--- config.mk ---
export PLATFORM = sky130hd
export DESIGN_NAME = dma_scheduler
export DESIGN_NICKNAME = d
export VERILOG_FILES = /design/src/rtl/dma_scheduler.sv
export SDC_FILE = /design/constraint.sdc
export NUM_CORES = 1
export LEC_CHECK = 0
export ABC_AREA = 1
export CORE_UTILIZATION = 40
export DETAILED_ROUTE_END_ITERATION = 6
export SYNTH_ARGS = -nofsm -noshare
export SYNTH_HDL_FRONTEND = slang
export SYNTH_SLANG_ARGS = --single-unit
--- constraint.sdc ---
create_clock -name clk -period 2.65 [get_ports clk]
set_clock_uncertainty 0.15 [all_clocks]
set_input_delay 0.265 -clock clk [delete_from_list [all_inputs] [get_ports clk]]
set_output_delay 0.265 -clock clk [all_outputs]
set_load 0.01 [all_outputs]
--- src/rtl/dma_scheduler.sv ---
// dma_scheduler: four-channel 8257-class DMA sequencer.
// CPU register port (address/count per channel, mode, status), priority
// arbitration, fixed four-clock byte cycle (S1..S4) with bus hold handshake,
// terminal count handling and channel-2 autoload from channel 3.
// Optional macro DMA_ROTPRI_EN: when defined, mode[4] selects rotating
// priority; when undefined, priority is fixed (ch0 highest) and mode[4] is
// not stored.
module dma_scheduler #(
   parameter int CH_COUNT = 4,
   parameter int ADDR_W   = 16
) (
   input  logic                clk,
   input  logic                reset,
   input  logic [3:0]          iaddr,
   input  logic [7:0]          idata,
   output logic [7:0]          odata,
   input  logic                iwe_n,
   input  logic                ird_n,
   input  logic [CH_COUNT-1:0] drq,
   output logic [CH_COUNT-1:0] dack,
   output logic                hrq,
   input  logic                hlda,
   output logic [ADDR_W-1:0]   oaddr,
   output logic                memr_n,
   output logic                memw_n,
   output logic                tc
);

   typedef enum logic [2:0] {
      ST_IDLE = 3'd0,
      ST_WAIT = 3'd1,
      ST_S1   = 3'd2,
      ST_S2   = 3'd3,
      ST_S3   = 3'd4,
      ST_S4   = 3'd5
   } state_t;

   state_t              state_q, state_d;
   logic                hrq_q, hrq_d;
   logic [CH_COUNT-1:0] dack_q, dack_d;
   logic                memr_n_q, memr_n_d;
   logic                memw_n_q, memw_n_d;
   logic                tc_q, tc_d;
   logic [ADDR_W-1:0]   oaddr_q, oaddr_d;
   logic [7:0]          odata_q, odata_d;
   logic [1:0]          ch_q, ch_d;
   logic [1:0]          dir_q, dir_d;
   logic                tcz_q, tcz_d;
   logic [CH_COUNT-1:0] en_q, en_d;
   logic                tcstop_q, tcstop_d;
   logic                autold_q, autold_d;
   logic                ff_q, ff_d;
   logic [CH_COUNT-1:0] tcf_q, tcf_d;
   logic                upd_q, upd_d;
   logic                iwe_n_q, iwe_n_d;
   logic                ird_n_q, ird_n_d;
   logic [ADDR_W-1:0]   addr_q [CH_COUNT];
   logic [ADDR_W-1:0]   addr_d [CH_COUNT];
   logic [15:0]         cnt_q  [CH_COUNT];
   logic [15:0]         cnt_d  [CH_COUNT];
`ifdef DMA_ROTPRI_EN
   logic                rot_q, rot_d;
   logic [1:0]          prio_q, prio_d;
`endif

   logic                wr_s, rd_s;
   logic [1:0]          wn_s;
   logic [CH_COUNT-1:0] req_s;
   logic                rot_s;
   logic [1:0]          ptr_s;
   logic [1:0]          win_s;

   // Pick the winning channel; in rotating mode the search starts just after
   // the last-serviced channel so that channel becomes lowest priority.
   function automatic logic [1:0] pick(input logic [3:0] req, input logic rot,
                                       input logic [1:0] ptr);
      logic [1:0] w;
      logic [1:0] j;
      logic       found;
      w     = 2'd0;
      found = 1'b0;
      for (int i = 0; i < 4; i++) begin
         if (rot) begin
            j = ptr + 2'(i + 1);
         end else begin
            j = 2'(i);
         end
         if (!found && req[j]) begin
            w     = j;
            found = 1'b1;
         end
      end
      return w;
   endfunction

   assign wr_s  = ~iwe_n_q & iwe_n;
   assign rd_s  = ~ird_n_q & ird_n;
   assign wn_s  = iaddr[2:1];
   assign req_s = drq & en_q;
`ifdef DMA_ROTPRI_EN
   assign rot_s = rot_q;
   assign ptr_s = prio_q;
`else
   assign rot_s = 1'b0;
   assign ptr_s = 2'd0;
`endif
   assign win_s = pick(req_s, rot_s, ptr_s);

   // Next-state logic: CPU read side effects, bus-cycle FSM, then CPU writes
   // (applied last so a write wins over the same-cycle S4 update).
   always_comb begin
      state_d  = state_q;
      hrq_d    = hrq_q;
      dack_d   = dack_q;
      memr_n_d = memr_n_q;
      memw_n_d = memw_n_q;
      tc_d     = 1'b0;
      oaddr_d  = oaddr_q;
      ch_d     = ch_q;
      dir_d    = dir_q;
      tcz_d    = tcz_q;
      en_d     = en_q;
      tcstop_d = tcstop_q;
      autold_d = autold_q;
      ff_d     = ff_q;
      tcf_d    = tcf_q;
      upd_d    = upd_q;
      iwe_n_d  = iwe_n;
      ird_n_d  = ird_n;
      addr_d   = addr_q;
      cnt_d    = cnt_q;
`ifdef DMA_ROTPRI_EN
      rot_d    = rot_q;
      prio_d   = prio_q;
`endif

      // read side effects: register reads toggle the byte flip-flop,
      // status read clears the TC flags (a same-cycle TC set below wins)
      if (rd_s) begin
         if (!iaddr[3]) begin
            ff_d = ~ff_q;
         end else if (iaddr == 4'd8) begin
            tcf_d = {CH_COUNT{1'b0}};
         end else begin
            ff_d = ff_q;
         end
      end else begin
         ff_d = ff_q;
      end

      case (state_q)
         ST_IDLE: begin
            if (|req_s) begin
               hrq_d   = 1'b1;
               state_d = ST_WAIT;
            end else begin
               state_d = ST_IDLE;
            end
         end
         ST_WAIT: begin
            if (!(|req_s)) begin
               hrq_d   = 1'b0;
               state_d = ST_IDLE;
            end else if (hlda) begin
               state_d = ST_S1;
            end else begin
               state_d = ST_WAIT;
            end
         end
         ST_S1: begin
            if (|req_s) begin
               ch_d     = win_s;
               dir_d    = cnt_q[win_s][15:14];
               tcz_d    = (cnt_q[win_s][13:0] == 14'd0);
               oaddr_d  = addr_q[win_s];
               dack_d   = CH_COUNT'(1) << win_s;
               memr_n_d = (cnt_q[win_s][15:14] != 2'b10);
               memw_n_d = (cnt_q[win_s][15:14] != 2'b01);
`ifdef DMA_ROTPRI_EN
               prio_d   = win_s;
`endif
               if (win_s == 2'd2) begin
                  upd_d = 1'b0;
               end else begin
                  upd_d = upd_q;
               end
               state_d = ST_S2;
            end else begin
               hrq_d   = 1'b0;
               state_d = ST_IDLE;
            end
         end
         ST_S2: begin
            state_d = ST_S3;
         end
         ST_S3: begin
            dack_d   = {CH_COUNT{1'b0}};
            memr_n_d = 1'b1;
            memw_n_d = 1'b1;
            tc_d     = tcz_q;
            state_d  = ST_S4;
         end
         ST_S4: begin
            addr_d[ch_q]      = addr_q[ch_q] + ADDR_W'(1);
            cnt_d[ch_q][13:0] = cnt_q[ch_q][13:0] - 14'd1;
            if (tcz_q) begin
               tcf_d[ch_q] = 1'b1;
               if (autold_q && (ch_q == 2'd2)) begin
                  addr_d[2] = addr_q[3];
                  cnt_d[2]  = cnt_q[3];
                  upd_d     = 1'b1;
               end else if (tcstop_q) begin
                  en_d[ch_q] = 1'b0;
               end else begin
                  en_d[ch_q] = en_q[ch_q];
               end
            end else begin
               tcf_d[ch_q] = tcf_d[ch_q];
            end
            if ((|(drq & en_d)) && hlda) begin
               state_d = ST_S1;
            end else begin
               hrq_d   = 1'b0;
               state_d = ST_IDLE;
            end
         end
         default: begin
            hrq_d    = 1'b0;
            dack_d   = {CH_COUNT{1'b0}};
            memr_n_d = 1'b1;
            memw_n_d = 1'b1;
            state_d  = ST_IDLE;
         end
      endcase

      // CPU register writes, latched on the iwe_n rising edge
      if (wr_s) begin
         if (!iaddr[3]) begin
            if (iaddr[0]) begin
               if (ff_q) cnt_d[wn_s][15:8] = idata;
               else      cnt_d[wn_s][7:0]  = idata;
               if (autold_q && (wn_s == 2'd2)) begin
                  if (ff_q) cnt_d[3][15:8] = idata;
                  else      cnt_d[3][7:0]  = idata;
               end else begin
                  cnt_d[3] = cnt_d[3];
               end
            end else begin
               if (ff_q) addr_d[wn_s][15:8] = idata;
               else      addr_d[wn_s][7:0]  = idata;
               if (autold_q && (wn_s == 2'd2)) begin
                  if (ff_q) addr_d[3][15:8] = idata;
                  else      addr_d[3][7:0]  = idata;
               end else begin
                  addr_d[3] = addr_d[3];
               end
            end
            ff_d = ~ff_q;
         end else if (iaddr == 4'd8) begin
            en_d     = idata[3:0];
            tcstop_d = idata[6];
            autold_d = idata[7];
`ifdef DMA_ROTPRI_EN
            rot_d    = idata[4];
`endif
            ff_d     = 1'b0;
         end else begin
            ff_d = ff_d;
         end
      end else begin
         ff_d = ff_d;
      end

      // CPU read data, registered
      if (!iaddr[3]) begin
         if (iaddr[0]) odata_d = ff_q ? cnt_q[wn_s][15:8]  : cnt_q[wn_s][7:0];
         else          odata_d = ff_q ? addr_q[wn_s][15:8] : addr_q[wn_s][7:0];
      end else if (iaddr == 4'd8) begin
         odata_d = {3'b000, upd_q, tcf_q};
      end else begin
         odata_d = 8'h00;
      end
   end

   // State and output registers with synchronous reset
   always_ff @(posedge clk) begin
      if (reset) begin
         state_q  <= ST_IDLE;
         hrq_q    <= 1'b0;
         dack_q   <= {CH_COUNT{1'b0}};
         memr_n_q <= 1'b1;
         memw_n_q <= 1'b1;
         tc_q     <= 1'b0;
         oaddr_q  <= {ADDR_W{1'b0}};
         odata_q  <= 8'h00;
         ch_q     <= 2'd0;
         dir_q    <= 2'd0;
         tcz_q    <= 1'b0;
         en_q     <= {CH_COUNT{1'b0}};
         tcstop_q <= 1'b0;
         autold_q <= 1'b0;
         ff_q     <= 1'b0;
         tcf_q    <= {CH_COUNT{1'b0}};
         upd_q    <= 1'b0;
         iwe_n_q  <= 1'b1;
         ird_n_q  <= 1'b1;
         for (int i = 0; i < CH_COUNT; i++) begin
            addr_q[i] <= {ADDR_W{1'b0}};
            cnt_q[i]  <= 16'h0000;
         end
`ifdef DMA_ROTPRI_EN
         rot_q    <= 1'b0;
         prio_q   <= 2'd0;
`endif
      end else begin
         state_q  <= state_d;
         hrq_q    <= hrq_d;
         dack_q   <= dack_d;
         memr_n_q <= memr_n_d;
         memw_n_q <= memw_n_d;
         tc_q     <= tc_d;
         oaddr_q  <= oaddr_d;
         odata_q  <= odata_d;
         ch_q     <= ch_d;
         dir_q    <= dir_d;
         tcz_q    <= tcz_d;
         en_q     <= en_d;
         tcstop_q <= tcstop_d;
         autold_q <= autold_d;
         ff_q     <= ff_d;
         tcf_q    <= tcf_d;
         upd_q    <= upd_d;
         iwe_n_q  <= iwe_n_d;
         ird_n_q  <= ird_n_d;
         addr_q   <= addr_d;
         cnt_q    <= cnt_d;
`ifdef DMA_ROTPRI_EN
         rot_q    <= rot_d;
         prio_q   <= prio_d;
`endif
      end
   end

   assign hrq    = hrq_q;
   assign dack   = dack_q;
   assign memr_n = memr_n_q;
   assign memw_n = memw_n_q;
   assign tc     = tc_q;
   assign oaddr  = oaddr_q;
   assign odata  = odata_q;

endmodule

==> results.sh <==
export IMPL_drtAntennaViolNets=0
export IMPL_final_cell_mix="nand2_1, a21oi_1, o21ai_0, inv_1, dfxtp_1"
export IMPL_initial_utilization_pct=41.1
export IMPL_post_cts_buffers=0
export IMPL_wire_per_inst_um=22.9
export IMPL_setup_violations=0
export IMPL_vdd_ir_drop_max_v=0.000354
export IMPL_antenna_found_initial=1
export IMPL_routabilityCongestion=0.979
export IMPL_cpMostUsedCell="nand2_1"
export IMPL_diodes=0
export IMPL_final_common_cell="nand2_1"
export IMPL_overflow=0
export IMPL_postSynthNetCount=1953
export IMPL_drv_cap=0
export IMPL_dr_pass1_iters=6
export IMPL_slowest_stage="dfxtp_2"
export IMPL_tightest_slew_ns=0.884
export IMPL_dieArea_um2=30500
export IMPL_min_period_ns=2.53
export IMPL_hold_class="input pin to flip-flop"
export IMPL_final_nets=2043
export IMPL_grt_total_usage_pct=36.3
export IMPL_async_flop_share_pct=0
export IMPL_syn_to_final_growth_pct=19.1
export IMPL_power_density_nw_per_um2=423
export IMPL_total_power_mw=6.02
export IMPL_slew_headroom_pct=40.3
export IMPL_syn_area_um2=11900
export IMPL_route_vias_total=14700
export IMPL_cp_cell_sequence="nand2_1 > inv_2 > nand2_1 > nand2_1 > nor2_1 > inv_1 > ha_1 > nand2_1 > buf_4 > nor3_4 > nand3_1 > nand2_1 > nand3_1 > nand2_1 > a21oi_1"
export IMPL_grt_max_degree=61
export IMPL_final_util_pct=49.0
export IMPL_postSynthCellCount=1930
export IMPL_crit_path_max_fanout=7
export IMPL_hold_viol=0
export IMPL_dieHeight_um=175
export IMPL_cp_end_kind="flip-flop"
export IMPL_cp_start_kind="flip-flop"
export IMPL_h_tree_depth=4
export IMPL_critPathKind="flip-flop to flip-flop"
export IMPL_slew_violations=0
export IMPL_grt_pass1_vias=13400
export IMPL_drive_gt1_share_pct=10.6
export IMPL_critPathMaxStageDelay_ns=0.44
export IMPL_grt_first_pass_wirelength_um=83500
export IMPL_die_x_um=175
export IMPL_drt_wl_total_um=55400
export IMPL_synth_sequential_area_ratio_pct=30.2
export IMPL_clockBufferDepth=2
export IMPL_clk_pin_slew_ns=0.08
export IMPL_tritoncts="yes"
export IMPL_port_buffers=52
export IMPL_holdWs_ns=0.211
export IMPL_cp_data_arrival_time_ns=2.67
export IMPL_row_count=62
export IMPL_power_leakage_nw=5.54
export IMPL_clk_insertion_delay_late_ns=0.45
export IMPL_ioPinCount=53
export IMPL_fmax_mhz=396
export IMPL_finalCritPeriodShare_pct=95.3
export IMPL_synth_distinct_cells=54
export IMPL_synth_seq_cells=180
export IMPL_clock_root_buffer="clkbuf_16"
export IMPL_synth_warnings=0
export IMPL_dp_hpwl_um=40000
export IMPL_synth_ff_type="dfxtp_1"
export IMPL_synth_edff_count=0
export IMPL_cts_buffers=17
export IMPL_status="completed"
export IMPL_drt_iter0_drc=1940
export IMPL_core_area_um2=29000
export IMPL_crit_required_ns=2.80
export IMPL_viasPerCell=6.07
export IMPL_post_route_drc_count=0
export IMPL_clock_sinks=180
export IMPL_avgSynthCellArea_um2=6.18
export IMPL_rsz0062_at_grt="false"
==> cell type report <==
cell class | instances | area [um^2]
Tap cell | 384 | 480
Clock inverter | 13 | 168
Clock buffer | 19 | 443
Multi-Input combinational cell | 1425 | 7040
Inverter | 207 | 779
Timing Repair Buffer | 189 | 1690
Sequential cell | 180 | 3610
Fill cell | 3042 | 14800
==> timing repair <==
| item | in CTS | in global routing |
|---|---|---|
| hold endpoints to repair | 3 | 0 |
| hold buffers | 1 | 0 |
| endpoints found under the setup margin | 0 | 30 |
| resized for setup | 0 | 10 |
==> final timing paths <==
kind                                           start                     to  slack [ns]  cells after the start
worst min register to register   tcf_q[0]$_SDFF_PP0_    odata[0]$_SDFF_PP0_        0.30                      2
worst max-delay path            ch_q[0]$_SDFFE_PP0P_  addr_q[46]$_SDFF_PP0_        0.12                     15
worst max register to register  ch_q[0]$_SDFFE_PP0P_  addr_q[46]$_SDFF_PP0_        0.12                     15
worst min-delay path                           iwe_n     iwe_n_q$_SDFF_PP1_        0.21                      3
==> where the power goes <==
group          switching (mW)  leakage [nW]  internal, mW  total, mW
Sequential             0.0158          1.45          2.72       2.73
Clock                    1.28         0.295          1.53       2.80
Combinational           0.332          3.79         0.147      0.478
Total                    1.62          5.54          4.39       6.02
==> flip-flops by register name (all words and copies together) (netlist names), 2 cells and up <==
register / cells
odata: 8
cnt_q: 64
tcf_q: 4
ch_q: 2
dack: 4
oaddr: 16
state_q: 3
addr_q: 64
en_q: 4
==> cells in the mapped netlist (all sizes together), types with 6 or more instances <==
library cell / number / area share, %
nand3: 75 / 3.2
o2111ai: 7 / 0.51
inv: 201 / 6.3
nand4: 19 / 1.0
o21ai: 225 / 9.5
xor2: 8 / 0.65
o311ai: 6 / 0.44
a21oi: 292 / 12
a221oi: 32 / 2.4
dfxtp: 180 / 30
buf: 43 / 2.2
nand2: 487 / 15
clkinv: 6 / 0.19
clkbuf: 75 / 2.4
a31oi: 6 / 0.31
o22ai: 31 / 1.6
a22oi: 11 / 0.69
a211oi: 17 / 1.1
nor3: 17 / 0.99
nor2: 135 / 4.7
o211ai: 13 / 0.82
==> per-layer routing <==
layer  part of all wire [%]  global-route usage [%]  vias to the layer above  wire, um
li1                       -                       -                     6747         -
met1                     41                    50.6                     6726     22800
met2                     42                    53.7                      988     23300
met3                     12                    6.92                      205      6630
met4                    4.8                    16.7                        2      2690
met5                  0.014                       0                        -         8
==> through the flow <==
| step | cells | setup WS [ns] | setup TNS, ns | instance area (um^2) |
|---|---|---|---|---|
| after floorplan | 1930 | 0.398 | 0 | 11900 |
| after global placement | 2384 | -0.246 | -0.396 | 13500 |
| after detailed placement | 2384 | -0.220 | -0.313 | 13500 |
| after CTS | 2417 | 0.113 | 0 | 14200 |
| after global routing | 2417 | 0.0209 | 0 | 14200 |
| final | 2417 | 0.125 | 0 | 14200 |
==> logic make-up (layout without fill, tap and decap cells) <==
group | count (synthesis) | count (layout) | share of synthesized area, %
DFF | 180 | 180 | 30.2
and+or+nand+nor | 746 | 746 | 26.1
adders and majority gates | 2 | 2 | 0.210
xor gates and xnor gates | 9 | 9 | 0.724
AOI/OAI and AO/OA | 668 | 668 | 31.7
buffers and inverters | 325 | 428 | 11.1
==> worst max-delay path: cells and delay by family (launching register included) <==
family / cells / cell delay [ns]
compound gates: 1 / 0.06
buf+inv: 3 / 0.44
flops: 1 / 0.44
fa+ha+maj: 1 / 0.17
simple gates: 10 / 1.11
(Power assumes the default switching activity.)
